## config.mk

```make
export PLATFORM = sky130hd
export DESIGN_NAME = mem_stage
export DESIGN_NICKNAME = d
export VERILOG_FILES = /design/src/rtl/mem_stage.sv
export SDC_FILE = /design/constraint.sdc
export NUM_CORES = 1
export LEC_CHECK = 0
export ABC_AREA = 0
export CAP_MARGIN = 20
export CORE_AREA = 8 8 207 130
export DETAILED_ROUTE_END_ITERATION = 10
export DIE_AREA = 0 0 215 138
export HOLD_SLACK_MARGIN = 0.05
export PLACE_DENSITY = 0.69
export RECOVER_POWER = 50
export SLEW_MARGIN = 40
export SYNTH_ARGS = -nofsm -noshare
export SYNTH_HDL_FRONTEND = slang
export SYNTH_SLANG_ARGS = --single-unit
```

## constraint.sdc

```tcl
create_clock -name i_clk -period 13.65 [get_ports i_clk]
set_clock_uncertainty 0.2 [all_clocks]
set_input_delay 4.095 -clock i_clk [delete_from_list [all_inputs] [get_ports i_clk]]
set_output_delay 4.095 -clock i_clk [all_outputs]
set_load 0.03 [all_outputs]
```

## src/rtl/mem_stage.sv

```systemverilog
// mem_stage: memory pipeline stage with valid/ready handoff, load/store lane steering and branch resolve
//
// Ports:
//   i_clk, i_rst            clock, asynchronous active-high reset
//   i_valid / o_ready       EX result handshake; transfer when both are 1
//   i_ALUResult..i_rd       EX result, store data and control
//   o_mem_*, i_mem_*        single-outstanding memory request, held until i_mem_ack
//   o_valid..o_misaligned   writeback outputs, o_valid pulses one cycle per op
//
// Build option: MEM_MISALIGN_TRAP_EN enables misalignment trapping on LH/LHU/SH
// and LW/SW; without it o_misaligned stays 0 and accesses are aligned down.
module mem_stage (
    input  logic        i_clk,
    input  logic        i_rst,
    input  logic        i_valid,
    output logic        o_ready,
    input  logic [31:0] i_ALUResult,
    input  logic [31:0] i_PCBranch,
    input  logic        i_zero,
    input  logic        i_negative,
    input  logic [31:0] i_register2,
    input  logic        i_MemRead,
    input  logic        i_MemWrite,
    input  logic        i_Branch,
    input  logic        i_RegWrite,
    input  logic        i_MemToReg,
    input  logic [2:0]  i_funct3,
    input  logic [4:0]  i_rd,
    output logic        o_mem_req,
    output logic        o_mem_we,
    output logic [31:0] o_mem_addr,
    output logic [31:0] o_mem_wdata,
    output logic [3:0]  o_mem_be,
    input  logic        i_mem_ack,
    input  logic [31:0] i_mem_rdata,
    output logic        o_valid,
    output logic [31:0] o_result,
    output logic [4:0]  o_rd,
    output logic        o_RegWrite,
    output logic        o_PCSrc,
    output logic [31:0] o_PCBranch,
    output logic        o_misaligned
);
    typedef enum logic {IDLE, ACCESS} state_t;
    state_t      state_q, state_d;
    logic        mem_req_q, mem_req_d, mem_we_q, mem_we_d;
    logic [31:0] mem_addr_q, mem_addr_d, mem_wdata_q, mem_wdata_d;
    logic [3:0]  mem_be_q, mem_be_d;
    logic        valid_q, valid_d, regwrite_q, regwrite_d, pcsrc_q, pcsrc_d;
    logic        misaligned_q, misaligned_d;
    logic [31:0] result_q, result_d, pcbranch_q, pcbranch_d;
    logic [4:0]  rd_q, rd_d;
    // Pending copies of the op held while the memory access is outstanding,
    // so the visible writeback outputs keep their previous values meanwhile.
    logic [2:0]  f3_p_q, f3_p_d;
    logic [1:0]  lo_p_q, lo_p_d;
    logic        ld_p_q, ld_p_d, rw_p_q, rw_p_d, br_p_q, br_p_d;
    logic [31:0] alu_p_q, alu_p_d, pcb_p_q, pcb_p_d;
    logic [4:0]  rd_p_q, rd_p_d;
    logic        xfer, mem_op, cond, mis;
    logic [1:0]  a;
    logic [3:0]  be_w;
    logic [31:0] wdata_w, ld_w;
    logic [7:0]  byte_w;
    logic [15:0] half_w;

    assign o_ready      = (state_q == IDLE);
    assign xfer         = i_valid && o_ready;
    assign mem_op       = i_MemRead || i_MemWrite;
    assign a            = i_ALUResult[1:0];
    assign cond         = (i_funct3 == 3'b000) ? i_zero :
                          (i_funct3 == 3'b001) ? !i_zero :
                          (i_funct3 == 3'b100) ? i_negative :
                          (i_funct3 == 3'b101) ? !i_negative : 1'b0;
    // Half accesses use the lane picked by addr[1]; this matches the shifted
    // enable for aligned halves and gives the aligned-down lane otherwise.
    assign be_w         = (i_funct3[1:0] == 2'b00) ? (4'b0001 << a) :
                          (i_funct3[1:0] == 2'b01) ? (a[1] ? 4'b1100 : 4'b0011) : 4'b1111;
    assign wdata_w      = (i_funct3[1:0] == 2'b00) ? {4{i_register2[7:0]}} :
                          (i_funct3[1:0] == 2'b01) ? {2{i_register2[15:0]}} : i_register2;
    assign byte_w       = (lo_p_q == 2'd0) ? i_mem_rdata[7:0]   :
                          (lo_p_q == 2'd1) ? i_mem_rdata[15:8]  :
                          (lo_p_q == 2'd2) ? i_mem_rdata[23:16] : i_mem_rdata[31:24];
    assign half_w       = lo_p_q[1] ? i_mem_rdata[31:16] : i_mem_rdata[15:0];
    assign ld_w         = (f3_p_q == 3'b000) ? {{24{byte_w[7]}}, byte_w} :
                          (f3_p_q == 3'b001) ? {{16{half_w[15]}}, half_w} :
                          (f3_p_q == 3'b100) ? {24'b0, byte_w} :
                          (f3_p_q == 3'b101) ? {16'b0, half_w} : i_mem_rdata;
`ifdef MEM_MISALIGN_TRAP_EN
    assign mis          = mem_op && (((i_funct3[1:0] == 2'b01) && a[0]) ||
                                     ((i_funct3[1:0] == 2'b10) && (a != 2'b00)));
`else
    assign mis          = 1'b0;
`endif

    always_comb begin
        state_d      = state_q;
        mem_req_d    = mem_req_q;
        mem_we_d     = mem_we_q;
        mem_addr_d   = mem_addr_q;
        mem_wdata_d  = mem_wdata_q;
        mem_be_d     = mem_be_q;
        valid_d      = 1'b0;
        regwrite_d   = 1'b0;
        pcsrc_d      = 1'b0;
        misaligned_d = 1'b0;
        result_d     = result_q;
        rd_d         = rd_q;
        pcbranch_d   = pcbranch_q;
        f3_p_d       = f3_p_q;
        lo_p_d       = lo_p_q;
        ld_p_d       = ld_p_q;
        rw_p_d       = rw_p_q;
        br_p_d       = br_p_q;
        alu_p_d      = alu_p_q;
        pcb_p_d      = pcb_p_q;
        rd_p_d       = rd_p_q;
        if (xfer && (!mem_op || mis)) begin
            valid_d      = 1'b1;
            result_d     = i_ALUResult;
            rd_d         = i_rd;
            regwrite_d   = i_RegWrite && !mis;
            pcsrc_d      = i_Branch && cond;
            pcbranch_d   = i_PCBranch;
            misaligned_d = mis;
        end else if (xfer) begin
            state_d     = ACCESS;
            mem_req_d   = 1'b1;
            mem_we_d    = i_MemWrite;
            mem_addr_d  = {i_ALUResult[31:2], 2'b00};
            mem_wdata_d = wdata_w;
            mem_be_d    = be_w;
            f3_p_d      = i_funct3;
            lo_p_d      = a;
            // Both MemRead and MemWrite set is a store: no load data, no register write.
            ld_p_d      = i_MemRead && !i_MemWrite && i_MemToReg;
            rw_p_d      = i_RegWrite && !i_MemWrite;
            br_p_d      = i_Branch && cond;
            alu_p_d     = i_ALUResult;
            pcb_p_d     = i_PCBranch;
            rd_p_d      = i_rd;
        end else if (state_q == ACCESS && i_mem_ack) begin
            state_d    = IDLE;
            mem_req_d  = 1'b0;
            mem_we_d   = 1'b0;
            valid_d    = 1'b1;
            result_d   = ld_p_q ? ld_w : alu_p_q;
            rd_d       = rd_p_q;
            regwrite_d = rw_p_q;
            pcsrc_d    = br_p_q;
            pcbranch_d = pcb_p_q;
        end
    end

    always_ff @(posedge i_clk or posedge i_rst) begin
        if (i_rst) begin
            state_q      <= IDLE;
            mem_req_q    <= 1'b0;
            mem_we_q     <= 1'b0;
            mem_addr_q   <= '0;
            mem_wdata_q  <= '0;
            mem_be_q     <= '0;
            valid_q      <= 1'b0;
            regwrite_q   <= 1'b0;
            pcsrc_q      <= 1'b0;
            misaligned_q <= 1'b0;
            result_q     <= '0;
            rd_q         <= '0;
            pcbranch_q   <= '0;
            f3_p_q       <= '0;
            lo_p_q       <= '0;
            ld_p_q       <= 1'b0;
            rw_p_q       <= 1'b0;
            br_p_q       <= 1'b0;
            alu_p_q      <= '0;
            pcb_p_q      <= '0;
            rd_p_q       <= '0;
        end else begin
            state_q      <= state_d;
            mem_req_q    <= mem_req_d;
            mem_we_q     <= mem_we_d;
            mem_addr_q   <= mem_addr_d;
            mem_wdata_q  <= mem_wdata_d;
            mem_be_q     <= mem_be_d;
            valid_q      <= valid_d;
            regwrite_q   <= regwrite_d;
            pcsrc_q      <= pcsrc_d;
            misaligned_q <= misaligned_d;
            result_q     <= result_d;
            rd_q         <= rd_d;
            pcbranch_q   <= pcbranch_d;
            f3_p_q       <= f3_p_d;
            lo_p_q       <= lo_p_d;
            ld_p_q       <= ld_p_d;
            rw_p_q       <= rw_p_d;
            br_p_q       <= br_p_d;
            alu_p_q      <= alu_p_d;
            pcb_p_q      <= pcb_p_d;
            rd_p_q       <= rd_p_d;
        end
    end

    assign o_mem_req    = mem_req_q;
    assign o_mem_we     = mem_we_q;
    assign o_mem_addr   = mem_addr_q;
    assign o_mem_wdata  = mem_wdata_q;
    assign o_mem_be     = mem_be_q;
    assign o_valid      = valid_q;
    assign o_result     = result_q;
    assign o_rd         = rd_q;
    assign o_RegWrite   = regwrite_q;
    assign o_PCSrc      = pcsrc_q;
    assign o_PCBranch   = pcbranch_q;
    assign o_misaligned = misaligned_q;
endmodule

```

==> results of run 1 <==
==> per-layer routing <==
metal | up-vias | track usage, % | wire, um
li1 | 3894 | - | -
met1 | 3909 | 29.3 | 14800
met2 | 288 | 30.3 | 13700
met3 | 21 | 6.73 | 2590
met4 | 2 | 4.21 | 245
met5 | - | 0 | 8
==> how the worst max path moves through the flow <==
| stage | slack [ps] | end | depth (start not counted) |
|---|---|---|---|
| 2_1_floorplan | 4330 | alu_p_q[10] | 1 |
| 3_3_place_gp | 6600 | o_mem_wdata[17] | 4 |
| 5_1_grt | 3930 | alu_p_q[1] | 2 |
| 3_5_place_dp | 6940 | o_result[7] | 7 |
| 4_1_cts | 7410 | o_result[7] | 7 |
| 6_report | 4720 | o_result[7] | 7 |
==> cell usage after synthesis, drive strengths merged, types with 2 or more instances <==
library cell	instances	area, um2
a21oi	52	287
a221o	4	40.0
a221oi	9	78.8
a22o	4	35.0
a22oi	40	300
a31o	8	70.1
a31oi	8	56.3
and3	25	156
buf	74	499
clkbuf	33	124
dfrtp	185	4630
inv	6	22.5
mux2	4	45.0
mux2i	33	330
nand2	380	1430
nand2b	7	43.8
nand3b	2	15.0
nor2	14	55.1
nor2b	13	83.8
o21ai	97	489
o21bai	2	18.8
o31ai	3	22.5
or3	4	25.0
or4b	6	63.8
==> worst max-delay path, stage by stage <==
cell	delay (ps)
dlygate4sd3_1	640
nor4b_4	240
clkbuf_1	2820
nor2_4	470
buf_8	420
a22oi_1	150
o21ai_0	140
==> state kept, by name, summed over array words and instances (netlist names) <==
| register | flops |
|---|---|
| o_PCBranch | 32 |
| o_mem_wdata | 32 |
| o_result | 32 |
| pcb_p_q | 32 |
| alu_p_q | 31 |
| o_rd | 5 |
| rd_p_q | 5 |
| o_mem_be | 4 |
| f3_p_q | 3 |
| br_p_q | 1 |
| ld_p_q | 1 |
| lo_p_q | 1 |
| o_PCSrc | 1 |
| o_RegWrite | 1 |
| o_mem_req | 1 |
| o_mem_we | 1 |
| o_valid | 1 |
| rw_p_q | 1 |
==> cells by family after synthesis <==
| logic type | Yosys count | synth area share, % |
|---|---|---|
| AND/OR/NAND/NOR | 464 | 21.8 |
| XOR/XNOR | 1 | 0.0957 |
| AO/OA/AOI/OAI | 235 | 16.4 |
| buffers and inverters | 113 | 7.05 |
| other | 1 | 0.0410 |
| multiplexers | 37 | 4.10 |
| flip-flops | 185 | 50.6 |
==> power by group through the flow <==
stage / logic (uW) / clock network, uW / registers [uW]
after floorplan: 340 / 0 / 954
after global placement: 842 / 0 / 787
after detailed placement: 855 / 0 / 792
after CTS: 858 / 491 / 785
after global routing: 900 / 515 / 804
final: 840 / 479 / 784
==> through the flow <==
step / cells / utilization, %
6_report: 1583 / 52.6
5_1_grt: 1583 / 52.6
4_1_cts: 1582 / 52.7
3_5_place_dp: 1551 / 50.4
3_3_place_gp: 1548 / 50.1
2_1_floorplan: 1038 / -
==> cell type report <==
| type | count | area [um2] | area share, % |
|---|---|---|---|
| Tap cell | 322 | 403 | 3.22 |
| Multi-Input combinational cell | 740 | 3910 | 31.3 |
| Timing Repair Buffer | 299 | 2980 | 23.8 |
| Clock buffer | 22 | 464 | 3.71 |
| Clock inverter | 9 | 91.3 | 0.731 |
| Inverter | 6 | 23.8 | 0.190 |
| Sequential cell | 185 | 4630 | 37.0 |
==> results.md, run 1 <==
Outcome:
- The flow ran to the end, but the final reports show violations.
- The final reports fail on max-capacitance violations, max-slew violations.

Clock network:
- The clock passes through at most 2 buffers.
- The clock tree from TritonCTS is yes.
- The number of setup buffers added after CTS is 0.
- Clock tree synthesis found a total of ~190 sinks.
- After clock tree synthesis, the clock-pin slew on the worst setup and hold paths is around 70 ps.
- The count of cells resized by post-cts repair is 0.
- The post-cts hold buffer count is 0.
- The total clock buffers created by CTS is 17.
- Clock latency on the worst-skew pair, taken at its later pin, is between 400 and 500 ps.
- The H-tree was split into 4 levels.
- The root buffer selected by CTS is clkbuf_16.

Timing:
- The relative max-transition margin is -264%.
- The fmax is approximately 0.11 GHz.
- The slack of the critical path is 4720 ps.
- Across all hold checks on the routed design, the worst slack comes to 269 ps.
- The minimum clock period after layout is 8930 ps.
- The count of final max-slew check failures is 210.
- The ratio of final minimum period to clock period is 65.4%.
- The number of endpoints failing setup at the final stage is 0.
- Setup repair after global routing left no endpoint under its margin.
- For the pin with the worst max-slew slack, the measured transition is 5430 ps.
- The number of hold violations in the final report is 0.
- Setup total negative slack on the finished layout was measured at 0 ps.

Setup path:
- The setup path with the least slack is of type in2reg.
- In this run the critical register-to-register path is launched from o_mem_req.
- The worst setup slack for register-to-register paths is between 8000 and 9000 ps.
- In this run the critical register-to-register path is captured at o_result[7].
- Along the worst path, the maximum fanout reaches 72.
- Data arrives at the worst endpoint at 9020 ps.
- The worst register-to-register path has a depth of 6.
- The element type at the critical path start is a primary input.
- In this run the worst setup path begins at i_MemRead.
- STA classifies the critical path endpoint as a flop.
- The required time reported for the critical path endpoint is 13750 ps.

Hold path:
- The worst hold path begins at o_PCBranch[14].
- The worst hold path endpoint is o_PCBranch[14].
- Counting instances, the worst hold path has a depth of 2.
- The type of the worst min-delay path is reg2reg.

Global routing:
- The via count of the first global-routing pass is between 8000 and 9000.
- The largest net degree at the start of global routing is 121.
- The all-layer global routing usage is between 20% and 30%.
- The wire length of the first global-routing pass is just under 50 mm.
- The total overflow left after global routing is 0.
- The number of antenna violations at the first check in global routing was 1.

Power and ir drop:
- The share of total power dissipated in sequential elements is ~37%.
- The fraction of power spent switching nets is roughly two fifths.
- The sum of internal, switching and leakage power is about 2100 uW.
- The total power divided by cell area is 168 nW/um2.
- Of the total power, combinational logic draws about two fifths.
- The part of the total power dissipated in the clock network is a little under a quarter.
- VDD sags by at most between 0.00008 and 0.00009 V.
- The static leakage power is ~0.0057 uW.
- The cell-internal power is approximately 1300 uW.
- The analysis attributes to net switching a power of about 800 uW.

Layout:
- The repair_antennas step left the layout with diodes totalling 0.
- The signed area change from the synthesized netlist to the final layout is 36.6%.
- The most common cell after layout, fill and taps aside is nand2_1.
- Of the cells placed in the final design, the portion with a size suffix greater than 1 is around 5.8%.
- The total non-filler cell area in the finished layout is 12500 um2.
- The net count reported at finish is between 1000 and 1500.
- The library cells used most frequently in the layout, excluding fill and tap cells, are 379 x nand2_1, 251 x clkdlybuf4s50_1, 183 x dfrtp_1.
- The layout filler cell count is 2227.

Placed design:
- The instance area at placement is between 10000 and 15000 um2.
- The pre-CTS setup slack is 6940 ps.
- In this run the tool buffered the top-level ports with 287 buffer cells.
- The routability congestion estimate from global placement is 0.863.
- The half-perimeter wire length after placement is around 21 mm.

Drt:
- The number of design rule violations left after detail routing is 0.
- The first routing iteration left 590 violations.
- The routed wire length is 31.4 mm.
- The detailed router placed about 8100 vias in this run.
- In the final routed layout, each cell accounts on average for slightly below 20 um.
- The via density per instance is a little over 5.
- The count of antenna-violating nets left after detailed routing is 0.
- The total iterations of the first detailed-routing run is 5.

Synthesis:
- The synthesized area per cell is approximately 8.8 um2.
- During synthesis, Yosys emitted a total of 0 warnings.
- Synthesis handed over a netlist of ~1000 instances.
- Sequential cells were found to cover 50.6% of the synthesized design area.
- The synthesized design contains around 190 register bits.
- In the synthesized netlist the async set-or-reset flop fraction comes to between 90% and 100%.
- The main flop type after synthesis is dfrtp_1.
- The number of distinct library cell variants in the gate-level netlist after synthesis is 60.
- The number of enable-type register cells in the synthesized netlist is 0.
- The cell area after synthesis is about 9000 um2.

Die:
- The initial utilization of the core area, before any placement, comes to roughly two fifths.
- The placeable core region is approximately 24000 um2.
- The height of the chip is roughly 140 um.
- The number of core rows is 44.
- The die covers approximately 30000 um2.
- In this run the horizontal extent of the chip is between 200 and 250 um.
- Pin placement for this block handled between 200 and 300 I/O pins.

Flow run:
- The tool flagged a number of max-cap violations equal to 3.
Power figures use the tool's default switching activity.
==> run 2, diff against run 1 <==
==> constraint.sdc (replaced) <==
create_clock -name i_clk -period 8.68 [get_ports i_clk]
set_clock_uncertainty 0.2 [all_clocks]
set_input_delay 2.604 -clock i_clk [delete_from_list [all_inputs] [get_ports i_clk]]
set_output_delay 2.604 -clock i_clk [all_outputs]
set_load 0.03 [all_outputs]
==> results.md, run 2 (synthesized netlist as in run 1, its figures left out) <==
Hold path:
- The tightest min-delay check is of the reg2reg type.

Setup path:
- The worst-case reg-to-reg path depth was 6 (unchanged).
- The critical path arrival was 5950 ps (-3070 ps).
- The critical path class is in2async.
- The launching element of the worst setup path is i_rst.
- In this run the critical register-to-register path is captured at o_result[7].
- The critical-path maximum fanout came to 141 (+96%).
- The capture point of the critical path is o_mem_be[0].
- The endpoint class of the critical path is an asynchronous set/reset pin.
- The required time reported for the critical path endpoint is 8990 ps (-4760 ps).
- STA classifies the critical path startpoint as a primary input.
- The worst setup slack for register-to-register paths is 6200 ps (-2220 ps).
- The critical register-to-register path startpoint is o_mem_req.

Global routing:
- The largest net degree at the start of global routing is 142 (+17%).
- The all-layer global routing usage is 20.7% (+0.029 points).
- The number of antenna violations at the first check in global routing is 0 (-1).
- The wire length of the first global-routing pass is 48.9 mm (-0.11%).
- The global route total overflow is 0 (unchanged).
- The via count of the first global-routing pass is 8154 (-0.074%).

Layout:
- The final instance count without filler cells came to 1583 (unchanged).
- Leaving out fill and tap cells, the most frequent cells in the layout are 379 x nand2_1, 269 x clkdlybuf4s50_1, 183 x dfrtp_1.
- The share of layout cells above drive strength 1 is 6.19% (+0.40 points).
- The net count reported at finish came to 1395 (-0.072%).
- The most common cell after layout, fill and taps aside is nand2_1.
- The antenna diode count came to 0 (unchanged).
- The signed area change from the synthesized netlist to the final layout is 37.4%.

Timing:
- The fmax is around 0.18 GHz.
- The transition at the pin with the smallest max-transition slack came to 3090 ps (-2340 ps).
- The number of hold violations in the final report is 0 (unchanged).
- Setup repair after global routing left no endpoint under its margin.
- The number of endpoints failing setup at the final stage came to 0 (unchanged).
- The relative max-transition margin is -106% (+160 points).
- For the finished layout, the period the worst path requires is ~5600 ps.
- The ratio of final minimum period to clock period is between 60% and 70%.
- The count of final max-slew check failures was 142 (-32%).
- The sum of negative setup slack is 0 ps (unchanged).

Clock network:
- The number of H-tree levels is 4 (unchanged).
- The number of sinks driven by the clock tree is 185 (unchanged).
- TritonCTS built the clock tree.
- The total clock buffers created by CTS is 17 (unchanged).
- The clock slew at the register clock pins of the worst setup and hold paths is 70 ps (about the same).
- The largest buffer count on any clock path was 2 (unchanged).
- The number of setup buffers added after CTS is 0 (unchanged).
- The count of cells resized by post-cts repair is 0 (unchanged).
- The clock latency reported for the late side of the worst-skew pair was 430 ps (about the same).
- The root buffer selected by CTS is clkbuf_16.
- The post-cts hold buffer count is 0 (unchanged).

Die:
- The overall die width is 215 um (unchanged).
- The height of the chip was 138 um (unchanged).
- The number of top-level design ports is 291 (unchanged).
- The placeable core region is 23800 um2 (unchanged).
- The initial cell density of the core is 38.5% (unchanged).
- The number of core rows is 44 (unchanged).
- The die footprint is 29700 um2 (unchanged).

Drt:
- The via density per instance is 5.19 (+1.2%).
- The count of antenna-violating nets left after detailed routing came to 0 (unchanged).
- The total iterations of the first detailed-routing run was 7 (+2).
- The number of DRC markers in iteration 0 was 592 (+0.34%).
- The number of design rule violations left after detail routing was 0 (unchanged).
- The routed length per instance is 19.9 um (+0.16%).
- The routed wire length is 31.4 mm (+0.16%).
- The via count is 8212 (+1.2%).

Outcome:
- The checks that failed: max-capacitance violations, max-slew violations.
- The flow ran to the end, but the final reports show violations.

Power and ir drop:
- The maximum resistive drop on vdd is 0.000126 V (+50%).
- The sum of internal, switching and leakage power is 3400 uW (+62%).
- The total power divided by cell area is 270 nW/um2 (+61%).
- The static leakage power is 0.00570 uW (about the same).

Flow run:
- The reported max-cap violation count is 1 (-2).

Placed design:
- The number of port buffers came to 287 (unchanged).
- The half-perimeter wire length after placement is 21.8 mm (+1.5%).
- The routability congestion estimate from global placement is 0.861 (-0.29%).
- The post-placement cell count is 1551 (unchanged).
[run 2: cell count changes in the layout (fill, tap and decap cells not counted), sizes merged]
| cell | previous run | this run |
|---|---|---|
| dlygate4sd3 | 35 | 17 |
| clkinvlp | 2 | 3 |
| clkbuf | 24 | 19 |
| bufinv | 1 | 3 |
| inv | 7 | 11 |
| clkdlybuf4s50 | 251 | 269 |
| buf | 11 | 12 |
| clkinv | 5 | 2 |
[run 2: through the flow]
step | area, um2 | hold WS (ps) | util (%) | setup WS (ps)
floorplan | 9160 | 246 | - | 847
global placement | 11900 | 258 | 50.1 | 3320
detailed placement | 12000 | 262 | 50.3 | 3480
CTS | 12600 | 280 | 52.9 | 3950
global route | 12600 | 299 | 52.9 | 2470
finish | 12600 | 268 | 52.9 | 3040
[run 2: worst min path at each step]
stage | from | end | slack (ps) | cells after the start
2_1_floorplan | pcb_p_q[0] | pcb_p_q[0] | 250 | 2
3_3_place_gp | pcb_p_q[11] | pcb_p_q[11] | 260 | 2
3_5_place_dp | rd_p_q[1] | rd_p_q[1] | 260 | 2
4_1_cts | o_PCBranch[26] | o_PCBranch[26] | 280 | 2
5_1_grt | pcb_p_q[14] | pcb_p_q[14] | 300 | 2
6_report | o_PCBranch[26] | o_PCBranch[26] | 270 | 2
[run 2: worst max-delay path: stages]
cell           delay (ps)
dlygate4sd3_1         570
clkinvlp_4           1880
buf_4                 760
[run 2: area by class of cell]
| class | instances | area (um2) |
|---|---|---|
| clock inverter | 13 | 180 |
| timing repair buffer | 298 | 2980 |
| clock buffer | 19 | 443 |
| sequential | 185 | 4630 |
| inverter | 6 | 26.3 |
| fill | 2196 | 11200 |
| multi-input combinational | 740 | 3910 |
| tap | 322 | 403 |
[run 2: where the power goes]
part / switching, uW / total [uW] / internal (uW)
combinational: 796 / 1330 / 538
clock: 360 / 831 / 470
sequential: 152 / 1230 / 1080
[run 2: per-layer routing]
metal	up-vias	GRT usage (%)	routed length, um
met5	-	0	0
met4	0	4.71	298
met3	17	7.58	2980
met2	323	30.0	13600
met1	3986	28.9	14600
li1	3886	-	-
